### config.mk
export PLATFORM = sky130hd
export DESIGN_NAME = spi_sck_ctrl
export DESIGN_NICKNAME = d
export VERILOG_FILES = /design/src/rtl/spi_sck_ctrl.sv
export SDC_FILE = /design/constraint.sdc
export NUM_CORES = 1
export LEC_CHECK = 0
export BUFFER_PORTS_ARGS = -buffer_cell sky130_fd_sc_hd__clkbuf_2
export CAP_MARGIN = 15
export CORE_ASPECT_RATIO = 0.75
export CORE_MARGIN = 8
export CORE_UTILIZATION = 40
export CTS_CLUSTER_DIAMETER = 120
export DETAILED_ROUTE_END_ITERATION = 16
export SKIP_LAST_GASP = 1
export SYNTH_ARGS = -nofsm -noshare
export SYNTH_HDL_FRONTEND = slang
export SYNTH_SLANG_ARGS = --single-unit
### constraint.sdc
create_clock -name clk_in -period 5.6 [get_ports clk_in]
set_input_delay 0.28 -clock clk_in [delete_from_list [all_inputs] [get_ports clk_in]]
set_output_delay 0.28 -clock clk_in [all_outputs]
set_load 0.05 [all_outputs]
### src/rtl/spi_sck_ctrl.sv
// spi_sck_ctrl: SPI SCK divider/sequencer with mode-aligned shift and sample strobes
module spi_sck_ctrl #(
  parameter int DIV_W = 8,
  parameter int CNT_W = 6
) (
  input  logic             clk_in,
  input  logic             rst,
  input  logic             start,
  input  logic             abort,
  input  logic [DIV_W-1:0] div,
  input  logic [CNT_W-1:0] nbits,
  input  logic             cpol,
  input  logic             cpha,
  output logic             sck,
  output logic             shift_stb,
  output logic             sample_stb,
  output logic             busy,
  output logic             done
);
  typedef enum logic [1:0] {IDLE, RUN, DONE} state_t;
  state_t           r_state;
  logic [DIV_W-1:0] r_div, r_hcnt;
  logic [CNT_W-1:0] r_nbits;
  logic [CNT_W:0]   r_edge;
  logic             r_cpol, r_cpha, r_sck, r_shift, r_sample, r_busy, r_done;
  logic             w_tog, w_last, w_lead;
  logic [CNT_W:0]   w_edge;
  assign w_tog  = r_hcnt == r_div;
  assign w_edge = r_edge + 1'b1;
  assign w_last = w_edge == {r_nbits, 1'b0};
  assign w_lead = w_edge[0];
  always_ff @(posedge clk_in or negedge rst) begin
    if (!rst) begin
      r_state  <= IDLE;
      r_div    <= '0;
      r_hcnt   <= '0;
      r_nbits  <= '0;
      r_edge   <= '0;
      r_cpol   <= 1'b0;
      r_cpha   <= 1'b0;
      r_sck    <= 1'b0;
      r_shift  <= 1'b0;
      r_sample <= 1'b0;
      r_busy   <= 1'b0;
      r_done   <= 1'b0;
    end else begin
      r_shift  <= 1'b0;
      r_sample <= 1'b0;
      r_done   <= 1'b0;
      r_busy   <= (r_state == RUN) && !abort;
      case (r_state)
        IDLE: begin
          r_sck <= cpol;
          if (start && !abort) begin
            if (nbits != '0) begin
              r_div   <= div;
              r_nbits <= nbits;
              r_cpol  <= cpol;
              r_cpha  <= cpha;
              r_hcnt  <= '0;
              r_edge  <= '0;
              r_state <= RUN;
            end else r_state <= DONE;
          end
        end
        RUN: begin
          if (abort) begin
            r_sck   <= r_cpol;
            r_state <= IDLE;
          end else if (w_tog) begin
            // odd edge numbers are leading edges; the final trailing edge never shifts
            r_hcnt   <= '0;
            r_edge   <= w_edge;
            r_sck    <= ~r_sck;
            r_sample <= r_cpha ? !w_lead : w_lead;
            r_shift  <= r_cpha ? w_lead : (!w_lead && !w_last);
            if (w_last) r_state <= DONE;
          end else r_hcnt <= r_hcnt + 1'b1;
        end
        DONE: begin
          r_done  <= 1'b1;
          r_state <= IDLE;
        end
        default: r_state <= IDLE;
      endcase
    end
  end
  assign sck        = r_sck;
  assign shift_stb  = r_shift;
  assign sample_stb = r_sample;
  assign busy       = r_busy;
  assign done       = r_done;
endmodule

Word level (Yosys, flattened, before mapping)
Index checks and enable logic that the tools add are counted.

Register bits: 38. Bits in read-only memories: 0. Output and inout bits: 5. Latch bits: 0. Input port bits: 20. Bits in writable memories: 0. Logic and storage cells: 67. Memories: 0.

Multipliers: 0. Bitwise operators: 1. Shifts and indexed selects: 0. Magnitude comparators: 0. Div/mod/pow operators: 0. Reduce and logical (&&, ||, !) cells: 14. Equality and inequality tests: 10. Mux-type cells: 28. $add $sub $neg: 2.

Operators by type and width (count): $mux 8 (4); $mux 7 (4); $pmux 8 s2 (1); $pmux 7 s2 (1); $mux 1 (11); $mux 2 (5); $add 8x1->8 const B (1); $eq 8x8->1 (1); $ne 2x2->1 const B (4); $add 7x1->7 const B (1); $eq 7x7->1 (1); $ne 3x3->1 const B (2); $reduce_and 3->1 (2); $reduce_bool 6->1 (1); $reduce_and 5->1 (1); $pmux 2 s2 (1); $reduce_and 4->1 (1); $logic_and 1x1->1 (3); $logic_not 1->1 (3); $eq 2x1->1 const B (1); $eq 2x2->1 const B (1); $logic_not 2->1 (1); $pmux 1 s2 (1); $reduce_and 2->1 (1); other kinds (2) (2).

Depth between registers and ports, before layout
Word-level depth: 8. Gate-level depth with buffers: 6. Depth with buffers taken out: 6.

Least setup slack after synthesis
OpenSTA, ideal clock, no wires.

Kind: reg2reg. Start point: register r_hcnt[3]. End point: register r_sck (netlist: sck). Required time: 5475 ps. Arrival time: 1790 ps. Stages on the path, launching flop included: 6. Clock period less this slack: 1914 ps. Setup time: 125 ps. Path slack: 3686 ps. Buffers on the path: 0. Path through: dfrtp_1 -> xor2_1 -> nor4_4 -> nand2_1 -> a31oi_1 -> mux2_2.

Word-level cells in the longest chain between the ends: 3.

RTL lines: start, declared (RTL line 22) `logic [DIV_W-1:0] r_div, r_hcnt;`; start signal, assigned (RTL line 78) `end else r_hcnt <= r_hcnt + 1'b1;`; $eq 8x8->1 (RTL line 28) `assign w_tog = r_hcnt == r_div;`; $ne 3x3->1 (no source line); $reduce_and 2->1 (no source line); end signal, assigned (RTL line 53) `r_sck <= cpol;`; end signal, assigned (RTL line 68) `r_sck <= r_cpol;`; end signal, assigned (RTL line 74) `r_sck <= ~r_sck;`; end, declared (RTL line 25) `logic r_cpol, r_cpha, r_sck, r_shift, r_sample, r_busy, r_done;`.

No other way between the ends. A chain may end at the register's enable or synchronous reset.

Worst setup path in the final report
Start point: register r_state[0]. End point: register r_div[3].

Word-level cells in the longest chain between the ends: 2.

RTL lines: start, declared (RTL line 21) `state_t r_state;`; start signal, assigned (RTL line 34) `r_state <= IDLE;`; start signal, assigned (RTL line 62) `r_state <= RUN;`; start signal, assigned (RTL line 63) `end else r_state <= DONE;`; $logic_not 2->1 (RTL line 51) `case (r_state)`; $reduce_and 3->1 (no source line); end signal, assigned (RTL line 56) `r_div <= div;`; end, declared (RTL line 22).

No other way between the ends.

==> impl_metrics.prom <==
# TYPE chip_impl_metric gauge
chip_impl_metric{name="finalClockSkew",unit="ns"} 0.003458
chip_impl_metric{name="worst-r2r-setup-slack",unit="ns"} 3.13
chip_impl_metric{name="final-seq-area",unit="µm²"} 950.9
chip_impl_metric{name="layout-drive-gt1-share",unit="%"} 22.43
chip_impl_metric{name="critical_path_data_arrival_time",unit="ns"} 2.64
chip_impl_metric{name="postCtsSetupBuffers",unit=""} 0
chip_impl_metric{name="globalRouteTotalUtil",unit="%"} 12.70
chip_impl_metric{name="postCtsHoldBufs",unit=""} 0
chip_impl_info{name="critPathCaptureType",value="flop"} 1
chip_impl_metric{name="placement_rows",unit=""} 22
chip_impl_metric{name="power_density",unit="mW/mm²"} 312.0
chip_impl_metric{name="synth.net_count",unit=""} 213
chip_impl_metric{name="setup_violations",unit=""} 0
chip_impl_metric{name="internal_power_component",unit="W"} 0.0004794
chip_impl_metric{name="core_area",unit="mm²"} 0.004900
chip_impl_metric{name="setup_tns",unit="ns"} 0
chip_impl_metric{name="drc_errors",unit=""} 0
chip_impl_metric{name="max-slew-margin-rel",unit="%"} 31.65
chip_impl_metric{name="drt.antenna.violating_nets",unit=""} 0
chip_impl_metric{name="synth_warnings",unit=""} 0
chip_impl_metric{name="synth_seq_area_share",unit="%"} 46.60
chip_impl_metric{name="post_drt_via_cell_ratio",unit=""} 5.566
chip_impl_metric{name="synth_async_sr_flop_share",unit="%"} 100.0
chip_impl_info{name="start_kind",value="flop"} 1
chip_impl_metric{name="power_frac_seq",unit="%"} 50.6
chip_impl_metric{name="insertedDiodeCount",unit=""} 0
chip_impl_metric{name="port_buffers",unit=""} 24
chip_impl_metric{name="worst-path-max-fanout",unit=""} 11
chip_impl_metric{name="fmax",unit="MHz"} 405.5
chip_impl_metric{name="final_max_slew_viol_count",unit=""} 0
chip_impl_info{name="cp_slowest_cell",value="sky130_fd_sc_hd__nor2b_1"} 1
chip_impl_metric{name="clkLatencyLatePin",unit="ns"} 0.29
chip_impl_info{name="outcome",value="finished clean"} 1
chip_impl_metric{name="floorplan.io_pins",unit=""} 25
chip_impl_metric{name="min_period",unit="ns"} 2.466
chip_impl_metric{name="cts_sinks",unit=""} 38
chip_impl_metric{name="synth_seq_cells",unit=""} 38
chip_impl_metric{name="number_of_synthesized_flops_with_an_enable_pin",unit=""} 0
chip_impl_metric{name="static-leakage-power",unit="nW"} 0.9750
chip_impl_metric{name="multiInputGateArea",unit="mm²"} 0.001036
chip_impl_metric{name="synth_cell_type_count",unit=""} 44
chip_impl_metric{name="syn-cell-area",unit="mm²"} 0.002041
chip_impl_metric{name="die-height",unit="µm"} 77.86
chip_impl_metric{name="nNetsFinal",unit=""} 236
chip_impl_metric{name="maximum_number_of_pins_on_one_net_before_global_route_repair",unit=""} 39
chip_impl_info{name="rsz0062_at_grt",value="false"} 1
chip_impl_info{name="regToRegEndpoint",value="r_div[3]"} 1
chip_impl_metric{name="drv.max_cap_violation_count",unit=""} 0
chip_impl_info{name="worstReg2RegStart",value="r_state[0]"} 1
chip_impl_metric{name="cp.required",unit="ns"} 5.77
chip_impl_info{name="cts_tree",value="yes"} 1
chip_impl_info{name="hold_path.class",value="input port to async pin"} 1
chip_impl_metric{name="timing_hold_violations_final",unit=""} 0
chip_impl_metric{name="power.share.clock",unit="%"} 25.0
chip_impl_metric{name="power_switching",unit="W"} 0.0002300
chip_impl_metric{name="clockBufferDepth",unit=""} 2
chip_impl_info{name="root_buffer",value="sky130_fd_sc_hd__clkbuf_8"} 1
chip_impl_metric{name="slowest_delay",unit="ns"} 0.88
chip_impl_metric{name="r2r_cells",unit=""} 3
chip_impl_info{name="cp_cell_sequence",value="nor4b_1 -> nor2b_1 -> mux2_2"} 1
chip_impl_metric{name="final.fill_count",unit=""} 473
chip_impl_metric{name="initial_utilization",unit="%"} 41.65
chip_impl_metric{name="layout_worst_path_cycle_share",unit="%"} 44.04
chip_impl_metric{name="die_x",unit="µm"} 98.48
chip_impl_metric{name="wl_per_cell",unit="µm"} 16.12
chip_impl_metric{name="syn_to_final_growth",unit="%"} 11.40
chip_impl_metric{name="number_of_antenna_violations_at_the_first_check_in_global_routing",unit=""} 0
chip_impl_metric{name="fin_ws",unit="ns"} 3.134
chip_impl_metric{name="routed_wl",unit="µm"} 4417
chip_impl_metric{name="bufs_and_invs_on_worst_path",unit=""} 0
chip_impl_info{name="timing_worst_setup_path_type",value="flop to flop"} 1
chip_impl_metric{name="worst_slew_pin_slew",unit="ns"} 1.023
chip_impl_metric{name="syn-instance-count",unit=""} 191
chip_impl_metric{name="utilization",unit="%"} 46.40
chip_impl_info{name="cpLargestDelayFamily",value="simple AND/OR/NAND/NOR gates"} 1
chip_impl_metric{name="htree_levels",unit=""} 2
chip_impl_metric{name="post_cts.resized_instances",unit=""} 0
chip_impl_metric{name="hpwl_after_detailed_placement",unit="µm"} 3152
chip_impl_metric{name="finalWeightedCongestion",unit=""} 0.7569
chip_impl_metric{name="power_frac_comb",unit="%"} 24.4
chip_impl_metric{name="first_global_vias",unit=""} 1503
chip_impl_metric{name="drt_pre_antenna_iters",unit=""} 4
chip_impl_metric{name="vdd_drop_max",unit="V"} 0.0001318
chip_impl_metric{name="detailedRoute.firstIterationViolations",unit=""} 107
chip_impl_metric{name="dr_total_vias",unit=""} 1525
chip_impl_metric{name="cts_inserted_buffers",unit=""} 5
chip_impl_metric{name="grt_overflow_total",unit=""} 0
chip_impl_metric{name="synth_area_per_cell",unit="µm²"} 10.68
chip_impl_metric{name="dieArea",unit="mm²"} 0.007667
chip_impl_metric{name="grt_first_pass_wirelength",unit="µm"} 7734
chip_impl_metric{name="clkSlewWorstSetupHoldPaths",unit="ns"} 0.07
chip_impl_metric{name="dp_slack",unit="ns"} 3.099
chip_impl_info{name="synth_flop_cell",value="sky130_fd_sc_hd__dfrtp_1"} 1
chip_impl_metric{name="switching_share",unit="%"} 32.42
[flip-flops by register name, indices dropped and copies added (netlist names), 2 cells and up]
name and flops:
r_nbits 6, r_edge 7, r_state 2, r_div 8
r_hcnt 8
[worst max path at each step]
| stage | from | slack (ns) | endpoint | cells past startpoint |
|---|---|---|---|---|
| 4_1_cts | r_state[0] | 3.10 | r_div[3] | 3 |
| 6_report | r_state[0] | 3.13 | r_div[3] | 3 |
| 2_1_floorplan | r_hcnt[3] | 3.69 | sck | 5 |
| 3_5_place_dp | r_state[0] | 3.10 | r_div[3] | 3 |
| 5_1_grt | r_state[0] | 2.88 | r_div[0] | 3 |
| 3_3_place_gp | r_state[0] | 3.16 | r_div[5] | 3 |
[layout make-up]
class | count | share of cell area [%]
multi-input cells | 141 | 45.57
flip-flops and latches | 38 | 41.83
repair buffers | 24 | 5.283
clock buffers | 7 | 3.357
well taps | 60 | 3.302
inverters | 4 | 0.6604
[cells in the final DEF (no fill, tap or decap), types with 3 or more instances in the layout]
master and count:
sky130_fd_sc_hd__a22o_1 5, sky130_fd_sc_hd__nand3_1 11, sky130_fd_sc_hd__mux2i_1 4, sky130_fd_sc_hd__o21ai_0 5, sky130_fd_sc_hd__o21ai_1 6, sky130_fd_sc_hd__mux2_2 13, sky130_fd_sc_hd__a21oi_1 3, sky130_fd_sc_hd__nand2b_1 3
sky130_fd_sc_hd__a31oi_1 3, sky130_fd_sc_hd__dfrtp_1 38, sky130_fd_sc_hd__inv_1 3, sky130_fd_sc_hd__clkbuf_2 24, sky130_fd_sc_hd__xor2_1 11, sky130_fd_sc_hd__nor3_1 3, sky130_fd_sc_hd__nand2_1 16, sky130_fd_sc_hd__nor2_1 10
sky130_fd_sc_hd__mux2_1 3, sky130_fd_sc_hd__nor2b_1 4, sky130_fd_sc_hd__a32oi_1 3, sky130_fd_sc_hd__a211oi_1 4, sky130_fd_sc_hd__clkbuf_8 5, sky130_fd_sc_hd__xnor2_1 7
[worst register-to-register path, stage by stage (launching register included)]
cell	delay, ns
sky130_fd_sc_hd__dfrtp_1	0.47
sky130_fd_sc_hd__nor4b_1	0.57
sky130_fd_sc_hd__nor2b_1	0.88
sky130_fd_sc_hd__mux2_2	0.43
[metrics by stage]
stage	total power, W	hold slack, ns	cells	area (µm²)
floorplan	0.0004901	-0.01559	191	2041
global placement	0.0005345	0.4810	267	2197
detailed placement	0.0005387	0.4808	267	2197
CTS	0.0007168	0.1668	274	2273
global route	0.0007508	0.2101	274	2273
finish	0.0007094	0.1338	274	2273
[power groups by stage]
stage / clock [W] / sequential, W / combinational (W)
finish: 0.000178 / 0.000359 / 0.000173
global route: 0.000195 / 0.000366 / 0.000190
CTS: 0.000183 / 0.000359 / 0.000175
detailed placement: 0 / 0.000365 / 0.000174
global placement: 0 / 0.000363 / 0.000171
floorplan: 0 / 0.000363 / 0.000127
[routing by layer]
layer / global-route usage [%] / up-vias / part of all wire (%)
met4: 5.038 / 0 / 1.6
met1: 18.71 / 734 / 52
met2: 16.26 / 36 / 40
met5: 0 / - / 0
li1: - / 748 / -
met3: 4.189 / 7 / 6.3
[cells in the mapped netlist, types with 2 or more instances]
library cell / instances / area share [%]
sky130_fd_sc_hd__a211oi_1: 4 / 1.5
sky130_fd_sc_hd__a21oi_1: 3 / 0.74
sky130_fd_sc_hd__a22o_1: 5 / 2.1
sky130_fd_sc_hd__a31oi_1: 3 / 0.92
sky130_fd_sc_hd__a32o_1: 2 / 0.98
sky130_fd_sc_hd__a32oi_1: 3 / 1.3
sky130_fd_sc_hd__and4_1: 2 / 0.86
sky130_fd_sc_hd__buf_2: 4 / 0.98
sky130_fd_sc_hd__clkbuf_1: 3 / 0.55
sky130_fd_sc_hd__dfrtp_1: 38 / 47
sky130_fd_sc_hd__ha_1: 2 / 1.2
sky130_fd_sc_hd__inv_1: 3 / 0.55
sky130_fd_sc_hd__mux2_1: 3 / 1.7
sky130_fd_sc_hd__mux2_2: 13 / 7.2
sky130_fd_sc_hd__mux2i_1: 4 / 2.0
sky130_fd_sc_hd__nand2_1: 16 / 2.9
sky130_fd_sc_hd__nand2b_1: 3 / 0.92
sky130_fd_sc_hd__nand3_1: 11 / 2.7
sky130_fd_sc_hd__nor2_1: 10 / 1.8
sky130_fd_sc_hd__nor2b_1: 4 / 1.2
sky130_fd_sc_hd__nor3_1: 3 / 0.74
sky130_fd_sc_hd__nor4_1: 2 / 0.61
sky130_fd_sc_hd__nor4_4: 2 / 2.1
sky130_fd_sc_hd__o211ai_1: 2 / 0.74
sky130_fd_sc_hd__o21ai_0: 5 / 1.2
sky130_fd_sc_hd__o21ai_1: 6 / 1.5
sky130_fd_sc_hd__o22ai_1: 2 / 0.61
sky130_fd_sc_hd__xnor2_1: 7 / 3.0
sky130_fd_sc_hd__xor2_1: 11 / 4.7
[cells by family after synthesis]
group                    Yosys count  synth area share (%)
XOR/XNOR                          18                 7.725
buffers and inverters             12                 2.636
multiplexers                      20                 10.79
adder cells (fa/ha/maj)            2                 1.226
AO/OA/AOI/OAI                     41                 14.71
flip-flops                        38                 46.60
AND/OR/NAND/NOR                   60                 16.31
Power figures use the tool's default switching activity.
